[src/rtl/l2_req_gen.sv]
`default_nettype none
// ============================================================================
// Module   : l2_req_gen
// Desc     : Turns stream-pointer line credits into TLX read commands and
//            retires out-of-order completions back in issue order.
//            Optional macro L2_REQ_GEN_SPURIOUS_CHK_EN drops completions that
//            fall outside the outstanding window or repeat a done tag.
// Revision : 1.0  initial release
// ============================================================================
module l2_req_gen #(
  parameter int L2_NCL       = 256,
  parameter int L2_NCL_WIDTH = $clog2(L2_NCL),
  parameter int CL_BYTES     = 128,
  parameter int MAX_OUT      = 32,
  parameter int OUT_WIDTH    = $clog2(MAX_OUT + 1)
) (
  input  logic                    clk,
  input  logic                    reset,
  input  logic                    i_base_v,
  output logic                    i_base_r,
  input  logic [63:0]             i_base_ea,
  input  logic                    i_flush_v,
  output logic                    i_flush_r,
  input  logic                    i_req_v,
  output logic                    i_req_r,
  output logic                    o_cmd_v,
  input  logic                    o_cmd_r,
  output logic [63:0]             o_cmd_ea,
  output logic [L2_NCL_WIDTH-1:0] o_cmd_tag,
  input  logic                    i_rsp_v,
  output logic                    i_rsp_r,
  input  logic [L2_NCL_WIDTH-1:0] i_rsp_tag,
  input  logic                    i_rsp_err,
  output logic                    o_rsp_v,
  input  logic                    o_rsp_r,
  output logic [L2_NCL_WIDTH-1:0] o_wr_ptr,
  output logic                    o_busy,
  output logic                    o_err
);

  localparam logic [1:0] c_IDLE  = 2'd0;
  localparam logic [1:0] c_RUN   = 2'd1;
  localparam logic [1:0] c_DRAIN = 2'd2;

  localparam logic [L2_NCL_WIDTH-1:0] c_PTR_LAST = L2_NCL_WIDTH'(L2_NCL - 1);
  localparam logic [L2_NCL_WIDTH-1:0] c_PTR_ONE  = L2_NCL_WIDTH'(1);
  localparam logic [OUT_WIDTH-1:0]    c_OUT_MAX  = OUT_WIDTH'(MAX_OUT);
  localparam logic [OUT_WIDTH-1:0]    c_OUT_ONE  = OUT_WIDTH'(1);
  localparam logic [63:0]             c_EA_STEP  = 64'(CL_BYTES);

  logic [1:0]              r_state;
  logic [63:0]             r_ea;
  logic [L2_NCL_WIDTH-1:0] r_iss_ptr;
  logic [L2_NCL_WIDTH-1:0] r_ret_ptr;
  logic [OUT_WIDTH-1:0]    r_out;
  logic [L2_NCL-1:0]       r_done;
  logic                    r_err;

  logic w_base_hs;
  logic w_flush_hs;
  logic w_issue;
  logic w_retire;
  logic w_rsp_ok;
  logic w_rsp_set;
  logic w_err_set;

  function automatic logic [L2_NCL_WIDTH-1:0] f_ptr_inc(input logic [L2_NCL_WIDTH-1:0] p);
    f_ptr_inc = (p == c_PTR_LAST) ? '0 : p + c_PTR_ONE;
  endfunction

  assign o_cmd_v   = (r_state == c_RUN) & i_req_v & (r_out < c_OUT_MAX);
  assign i_req_r   = o_cmd_v & o_cmd_r;
  assign w_issue   = i_req_r;
  assign o_rsp_v   = r_done[r_ret_ptr];
  assign w_retire  = o_rsp_v & o_rsp_r;
  assign i_base_r  = (r_state == c_IDLE) | ((r_state == c_RUN) & (r_out == '0));
  assign i_flush_r = (r_state == c_RUN);
  assign i_rsp_r   = 1'b1;
  assign w_base_hs  = i_base_v & i_base_r;
  assign w_flush_hs = i_flush_v & i_flush_r;

  assign o_cmd_ea  = r_ea;
  assign o_cmd_tag = r_iss_ptr;
  assign o_wr_ptr  = r_ret_ptr;
  assign o_busy    = (r_state != c_IDLE);
  assign o_err     = r_err;

`ifdef L2_REQ_GEN_SPURIOUS_CHK_EN
  // Distance of the tag from the retire pointer, modulo the line count.
  localparam logic [L2_NCL_WIDTH:0] c_NCL_EXT = (L2_NCL_WIDTH + 1)'(L2_NCL);
  logic [L2_NCL_WIDTH:0] w_rsp_off;
  always_comb begin
    w_rsp_off = '0;
    if (i_rsp_tag >= r_ret_ptr)
      w_rsp_off = {1'b0, i_rsp_tag} - {1'b0, r_ret_ptr};
    else
      w_rsp_off = {1'b0, i_rsp_tag} + c_NCL_EXT - {1'b0, r_ret_ptr};
  end
  assign w_rsp_ok = (32'(w_rsp_off) < 32'(r_out)) & ~r_done[i_rsp_tag];
`else
  assign w_rsp_ok = 1'b1;
`endif

  assign w_rsp_set = i_rsp_v & w_rsp_ok;
  assign w_err_set = i_rsp_v & (i_rsp_err | ~w_rsp_ok);

  always_ff @(posedge clk) begin
    if (!reset) begin
      r_state <= c_IDLE;
    end else begin
      case (r_state)
        c_IDLE:  if (w_base_hs) r_state <= c_RUN;
        c_RUN:   if (w_flush_hs) r_state <= c_DRAIN;
        c_DRAIN: if ((r_out == '0) && !o_rsp_v) r_state <= c_IDLE;
        default: r_state <= c_IDLE;
      endcase
    end
  end

  // A base load only happens with nothing outstanding, so it simply restarts everything.
  always_ff @(posedge clk) begin
    if (!reset) begin
      r_ea      <= '0;
      r_iss_ptr <= '0;
      r_ret_ptr <= '0;
      r_out     <= '0;
    end else if (w_base_hs) begin
      r_ea      <= i_base_ea;
      r_iss_ptr <= '0;
      r_ret_ptr <= '0;
      r_out     <= '0;
    end else begin
      if (w_issue) begin
        r_ea      <= r_ea + c_EA_STEP;
        r_iss_ptr <= f_ptr_inc(r_iss_ptr);
      end
      if (w_retire)
        r_ret_ptr <= f_ptr_inc(r_ret_ptr);
      case ({w_issue, w_retire})
        2'b10:   r_out <= r_out + c_OUT_ONE;
        2'b01:   r_out <= r_out - c_OUT_ONE;
        default: r_out <= r_out;
      endcase
    end
  end

  always_ff @(posedge clk) begin
    if (!reset) begin
      r_done <= '0;
    end else if (w_base_hs) begin
      r_done <= '0;
    end else begin
      if (w_rsp_set)
        r_done[i_rsp_tag] <= 1'b1;
      if (w_retire)
        r_done[r_ret_ptr] <= 1'b0;
    end
  end

  always_ff @(posedge clk) begin
    if (!reset) begin
      r_err <= 1'b0;
    end else if (w_err_set) begin
      r_err <= 1'b1;
    end else if (w_base_hs) begin
      r_err <= 1'b0;
    end
  end

endmodule
`default_nettype wire

[config.mk]
export PLATFORM = sky130hd
export DESIGN_NAME = l2_req_gen
export DESIGN_NICKNAME = d
export VERILOG_FILES = /design/src/rtl/l2_req_gen.sv
export SDC_FILE = /design/constraint.sdc
export NUM_CORES = 1
export LEC_CHECK = 0
export CORE_UTILIZATION = 40
export CTS_CLUSTER_SIZE = 16
export DETAILED_ROUTE_END_ITERATION = 10
export GPL_ROUTABILITY_DRIVEN = 0
export PLACE_DENSITY_LB_ADDON = 0.25
export SYNTH_ARGS = -nofsm -noshare
export SYNTH_HDL_FRONTEND = slang
export SYNTH_SLANG_ARGS = --single-unit
[constraint.sdc]
create_clock -name clk -period 3.8 [get_ports clk]
set_clock_uncertainty 0.15 [all_clocks]
set_input_delay 0.57 -clock clk [delete_from_list [all_inputs] [get_ports clk]]
set_output_delay 0.57 -clock clk [all_outputs]
set_load 0.03 [all_outputs]
==> out/metrics.yaml, run 1 <==
min_period_ps: 3830
hp-class: "reg2reg"
synthMostInstantiatedCell: "dfxtp_1"
setup_slack_ps: -30.6
r2r_start: "o_wr_ptr[1]"
cp.arrival_ps: 4160
fmax_mhz: 261
cap_viol_max_count: 0
ys_async_sr_fraction_pct: 0
r2r-end: "r_out[5]"
path_max_fanout: 10
fin_nets: 2095
dr.pass1.iters: 8
area_growth_pct: 24.1
total_power_w: 0.00816
use_met1_pct: 37.0
drtAntennaViolNets: 0
pwr-share-clk_pct: 45.9
cts_tree: "yes"
antenna_found_initial: 0
cts_sinks: 345
multi_input_area_sq_um: 8980
start_util_pct: 40.8
rows: 74
dieHeight_um: 206
vias: 15677
place_hpwl_mm: 39.1
ys_warn_count: 0
grtUsageMet3_pct: 6.01
cp.required_ps: 4130
clock_path_buffers: 3
ctsRootBufferMaster: "clkbuf_16"
synthTopCellsByArea: "dfxtp_1, a21oi_1, a211oi_1, mux2i_1, a211oi_2"
timing.final.crit_share_pct: 101
chipWidth_um: 206
use_met2_pct: 44.8
clk_pin_slew_worst_paths_ps: 60
grt_max_degree: 122
synth_top_area_share_pct: 41.3
switchingPower_w: 0.00207
p_leak_nw: 6.53
syn_area_per_cell_sq_um: 9.09
grt_usage_pct: 28.2
yosys_most_used_dff: "dfxtp_1"
holdPathStages: 2
finalHoldViolations: 0
fillers: 3796
drt_wl_total_mm: 60.7
cts_buffers: 39
drt-initial-drc-count: 1350
cts_max_level: 2
status: "finished, violations left"
layout-drive-gt1-share_pct: 15.5
syn_inst: 1839
fin_area_sq_um: 20700
diodes: 0
synth.net_count: 1932
end_kind: "flip-flop"
synth_cell_types: 63
portBuffers: 167
dpl-instance-area_sq_um: 19400
failed_checks: "DRC, setup timing"
timing.critical_path.from_type: "flip-flop"
grt_pass1_vias: 15219
cp-startpoint: "o_wr_ptr[1]"
avgViaCountPerCell: 6.12
busiest_layer: "met2"
io_pins: 169
reg2reg_slack_ps: -30
power.share.switching_pct: 25.3
drc: 1
grt_pass1_wl_mm: 91.7
synth-edff-count: 0
p_comb_share_pct: 8.2
dieArea_sq_um: 42600
ys_top_cells_by_count: "dfxtp_1, a21oi_1, a211oi_1, clkbuf_1, mux2i_1"
dp_slack_ps: 27.9
power.density_nw_per_um2: 393
clock_latency_ps: 570
slew_violations: 0
synth_seq_cells: 345
cell_internal_pwr_w: 0.00609
slew_headroom_pct: 18.0
tightest_slew_ps: 1230
coreArea_sq_um: 41000
ff_latch_area_sq_um: 6920
synth_area_leader_cell: "dfxtp_1"
cts_hold_buf: 0
pwr-share-seq_pct: 45.9
syn_area_sq_um: 16700
yosysSeqAreaShare_pct: 41.3
overflow: 0
rr_worst_depth: 18
endpoint: "r_out[5]"
crit_type: "reg2reg"
grt_setup_unrepaired: "yes"
setup-violations-final: 1
routedWlPerCell_um: 23.7
ir_drop_uv: 347
-- critical path: stages (launching register included) --
cell and delay, ps:
dfxtp_4 420, clkbuf_16 200, clkbuf_16 190, mux2i_1 190
a21oi_1 90, nand3_1 120, nand4_1 280, a22oi_4 300
o21a_1 180, nand2_2 110, ha_4 190, ha_1 260
a21o_1 170, a21oi_2 160, o21bai_1 100, a21oi_2 130
xor2_1 90, or3_1 320, a21oi_2 110
-- how the worst min path moves through the flow --
stage,startpoint,endpoint,slack (ps)
final,o_cmd_ea[3],o_cmd_ea[3],310
after global routing,o_cmd_ea[5],o_cmd_ea[5],330
after CTS,o_cmd_ea[3],o_cmd_ea[3],310
after detailed placement,o_cmd_ea[3],o_cmd_ea[3],300
after global placement,o_cmd_ea[2],o_cmd_ea[2],290
after floorplan,r_out[5],r_out[5],320
-- per-stage QoR --
step	hold slack [ps]	cells	TNS, ps	util, %
floorplan	321	1839	0	-
finish	309	2562	-30.6	50.6
CTS	310	2559	0	50.4
detailed placement	299	2490	0	47.3
global placement	292	2490	0	47.3
global route	330	2562	-248	50.6
-- layer usage --
metal | vias to the layer above | routed length [um]
met3 | 165 | 5290
met5 | - | 0
met4 | 0 | 2350
met1 | 7594 | 25500
li1 | 7164 | -
met2 | 754 | 27600
-- final cells by class --
cell class	count	share of cell area, %
multi-input cells	1297	43.3
flip-flops and latches	345	33.3
repair buffers	306	14.0
clock buffers	54	5.26
well taps	532	3.21
clock inverters	15	0.675
inverters	13	0.235
-- cells by family (layout without fill, tap and decap cells) --
kind of cell / Yosys count / in the layout / synth area share, %
other cells: 1 / 1 / 0.0224
mux: 124 / 124 / 8.17
compound gates: 711 / 711 / 28.8
simple gates: 384 / 384 / 11.7
buf+inv: 197 / 388 / 5.68
xor+xnor: 65 / 65 / 3.40
fa+ha+maj: 12 / 12 / 0.943
flops: 345 / 345 / 41.3
-- repair_timing --
item	in CTS	in global routing
hold endpoints to repair	0	0
gates cloned	0	2
pin swaps	1	1
resized for setup	3	6
endpoints found under the setup margin	1	3
buffers inserted	0	1
-- sequential cells by signal (all words and copies together) (netlist names) --
register   cells
r_out          6
o_cmd_tag      8
r_state        2
o_cmd_ea      64
o_err          1
r_done       256
o_wr_ptr       8
-- placed cells by master, fill, tap and decap left out, types with 10 or more instances in the layout --
cell / netlist / final
nand4_1: 28 / 28
ha_1: 11 / 10
dfxtp_1: 345 / 340
a211oi_1: 207 / 207
nand3_1: 36 / 36
xor2_1: 45 / 45
a211oi_2: 64 / 64
buf_12: 0 / 11
and3_1: 19 / 18
o21ai_0: 39 / 39
nand2_1: 84 / 81
inv_1: 13 / 13
clkbuf_16: 0 / 41
and2_1: 26 / 26
a21oi_1: 319 / 316
xnor2_1: 20 / 20
a311oi_1: 10 / 10
buf_4: 10 / 125
mux4_2: 10 / 10
mux2i_1: 114 / 114
nor3_1: 28 / 23
nor2_1: 92 / 92
a22oi_1: 44 / 43
nand2b_1: 14 / 14
clkdlybuf4s50_1: 0 / 166
-- power by group through the flow --
stage | logic (W) | registers (W) | clock network, W
finish | 0.000673 | 0.00374 | 0.00374
global route | 0.000713 | 0.00375 | 0.00396
CTS | 0.000669 | 0.00374 | 0.00380
detailed placement | 0.000665 | 0.00382 | 0
global placement | 0.000664 | 0.00382 | 0
floorplan | 0.000245 | 0.00391 | 0
(Power assumes the default switching activity.)
==> run 2, diff against run 1 <==
--- a/config.mk
+++ b/config.mk
@@ -8,6 +8,7 @@
 export CORE_UTILIZATION = 40
 export CTS_CLUSTER_SIZE = 16
 export DETAILED_ROUTE_END_ITERATION = 10
+export DONT_BUFFER_PORTS = 1
 export GPL_ROUTABILITY_DRIVEN = 0
 export PLACE_DENSITY_LB_ADDON = 0.25
 export SYNTH_ARGS = -nofsm -noshare
==> constraint.sdc (replaced) <==
create_clock -name clk -period 3.8 [get_ports clk]
set_clock_uncertainty 0.15 [all_clocks]
set_input_delay 0.95 -clock clk [delete_from_list [all_inputs] [get_ports clk]]
set_output_delay 0.95 -clock clk [all_outputs]
set_load 0.03 [all_outputs]
==> out/metrics.yaml, run 2 (synthesis results as in run 1) <==
drt_wl_total_mm: 58.9
reg2reg_slack_ps: -90
antenna_found_initial: 0
cts_max_level: 2
dieHeight_um: 206
tightest_slew_ps: 1140
min_period_ps: 3970
fmax_mhz: 252
min-delay-start: "o_wr_ptr[4]"
ir_drop_uv: 283
largest-register: "r_done"
slew_violations: 0
setup_slack_ps: -173
layoutNonFillerInstCount: 2412
status: "finished, violations left"
clk_pin_slew_worst_paths_ps: 60
r2r-end: "r_out[5]"
cp-startpoint: "o_wr_ptr[1]"
io_pins: 169
ctsRootBufferMaster: "clkbuf_16"
holdPathStages: 2
final_common_cell: "dfxtp_1"
portBuffers: 0
slew_headroom_pct: 23.8
cts_buffers: 41
grt_max_degree: 103
fillers: 3819
grt_pass1_vias: 14477
clock_path_buffers: 3
fin_hold_ws_ps: 358
cts_sinks: 345
cts_hold_buf: 0
end_kind: "primary output"
vias: 15007
rows: 74
routedWlPerCell_um: 24.4
rr_worst_depth: 19
timing.final.crit_share_pct: 105
largest_register_ffs: 256
layout_common_cells: "dfxtp_1, a21oi_1, a211oi_1"
drtAntennaViolNets: 0
clock_latency_ps: 560
hp-class: "reg2reg"
chipWidth_um: 206
hold_end: "o_wr_ptr[4]"
drc: 2
dr.pass1.iters: 8
cap_viol_max_count: 0
overflow: 0
place_hpwl_mm: 37.8
grt_usage_pct: 27.2
cp.arrival_ps: 2870
finalHoldViolations: 0
setup-violations-final: 3
drt-initial-drc-count: 1185
dieArea_sq_um: 42600
fin_area_sq_um: 19400
cts_tree: "yes"
coreArea_sq_um: 41000
area_growth_pct: 15.7
dpl-instance-area_sq_um: 17800
avgViaCountPerCell: 6.22
layout-drive-gt1-share_pct: 17.7
power.density_nw_per_um2: 412
grt_setup_unrepaired: "yes"
r2r_start: "o_wr_ptr[1]"
start_util_pct: 40.8
fin_nets: 1946
grt_pass1_wl_mm: 88.3
timing.critical_path.from_type: "flip-flop"
dp_cells: 2324
failed_checks: "DRC, setup timing"
tns_ps: -293
cp.required_ps: 2700
p_leak_nw: 6.01
path_max_fanout: 17
crit_type: "reg2out"
## run 2: cell count changes in the layout (fill, tap and decap cells not counted), moves of 3 or more
cell / change
clkbuf_1: +3
clkdlybuf4s50_1: -166
buf_6: +5
buf_16: +3
buf_4: +6
inv_6: -3
clkbuf_8: +3
## run 2: report_power, final
part           total, W  internal [W]  switching [W]
clock           0.00376       0.00222        0.00154
sequential      0.00385       0.00368       0.000179
combinational  0.000347      0.000102       0.000245
total           0.00796       0.00600        0.00197
## run 2: metrics by stage
stage          setup WS [ps]  util (%)  total power (W)
2_1_floorplan           18.3         -          0.00416
3_3_place_gp           -80.2      43.3          0.00427
3_5_place_dp           -47.9      43.3          0.00428
4_1_cts                 -134      47.1          0.00801
5_1_grt                 -235      47.2          0.00820
6_report                -173      47.2          0.00796
## run 2: how the worst max path moves through the flow
stage / endpoint / slack [ps] / cells after the start
6_report: o_rsp_v / -170 / 11
3_3_place_gp: r_out[5] / -80 / 18
2_1_floorplan: r_out[5] / 20 / 17
5_1_grt: o_rsp_v / -230 / 11
4_1_cts: o_rsp_v / -130 / 8
3_5_place_dp: r_out[5] / -50 / 18
## run 2: timing repair
item                                    in CTS  in global routing
gates resized for setup                     21                  4
endpoints found under the setup margin       3                  3
cloned                                       3                  0
pin swaps                                   15                  2
buffers inserted                            12                  3
## run 2: final cells by class
type                    count  area [sq um]  share of cell area, %
clock inverters             7          60.1                  0.310
flip-flops and latches    345          6920                   35.7
multi-input cells        1297          9010                   46.6
well taps                 532           666                   3.44
inverters                  13          48.8                  0.252
diodes                      1          2.50                 0.0129
repair buffers            155          1450                   7.51
clock buffers              62          1190                   6.17
## run 2: worst max-delay path, cell delays in order (launching register included)
cell and delay [ps]:
dfxtp_4 380, buf_4 160, buf_16 160, mux2i_1 150, a22oi_1 200, nand2_1 140, o22ai_1 200, o21ai_1 100
buf_4 170, and3_4 170, a22oi_2 270, buf_6 200
## run 2: routing by layer
metal	GRT usage [%]	part of all wire, %	vias up
met5	0	0	-
met4	11.1	3.7	0
met1	35.4	42	7300
met3	5.87	8.3	138
li1	-	-	6875
met2	43.5	46	694
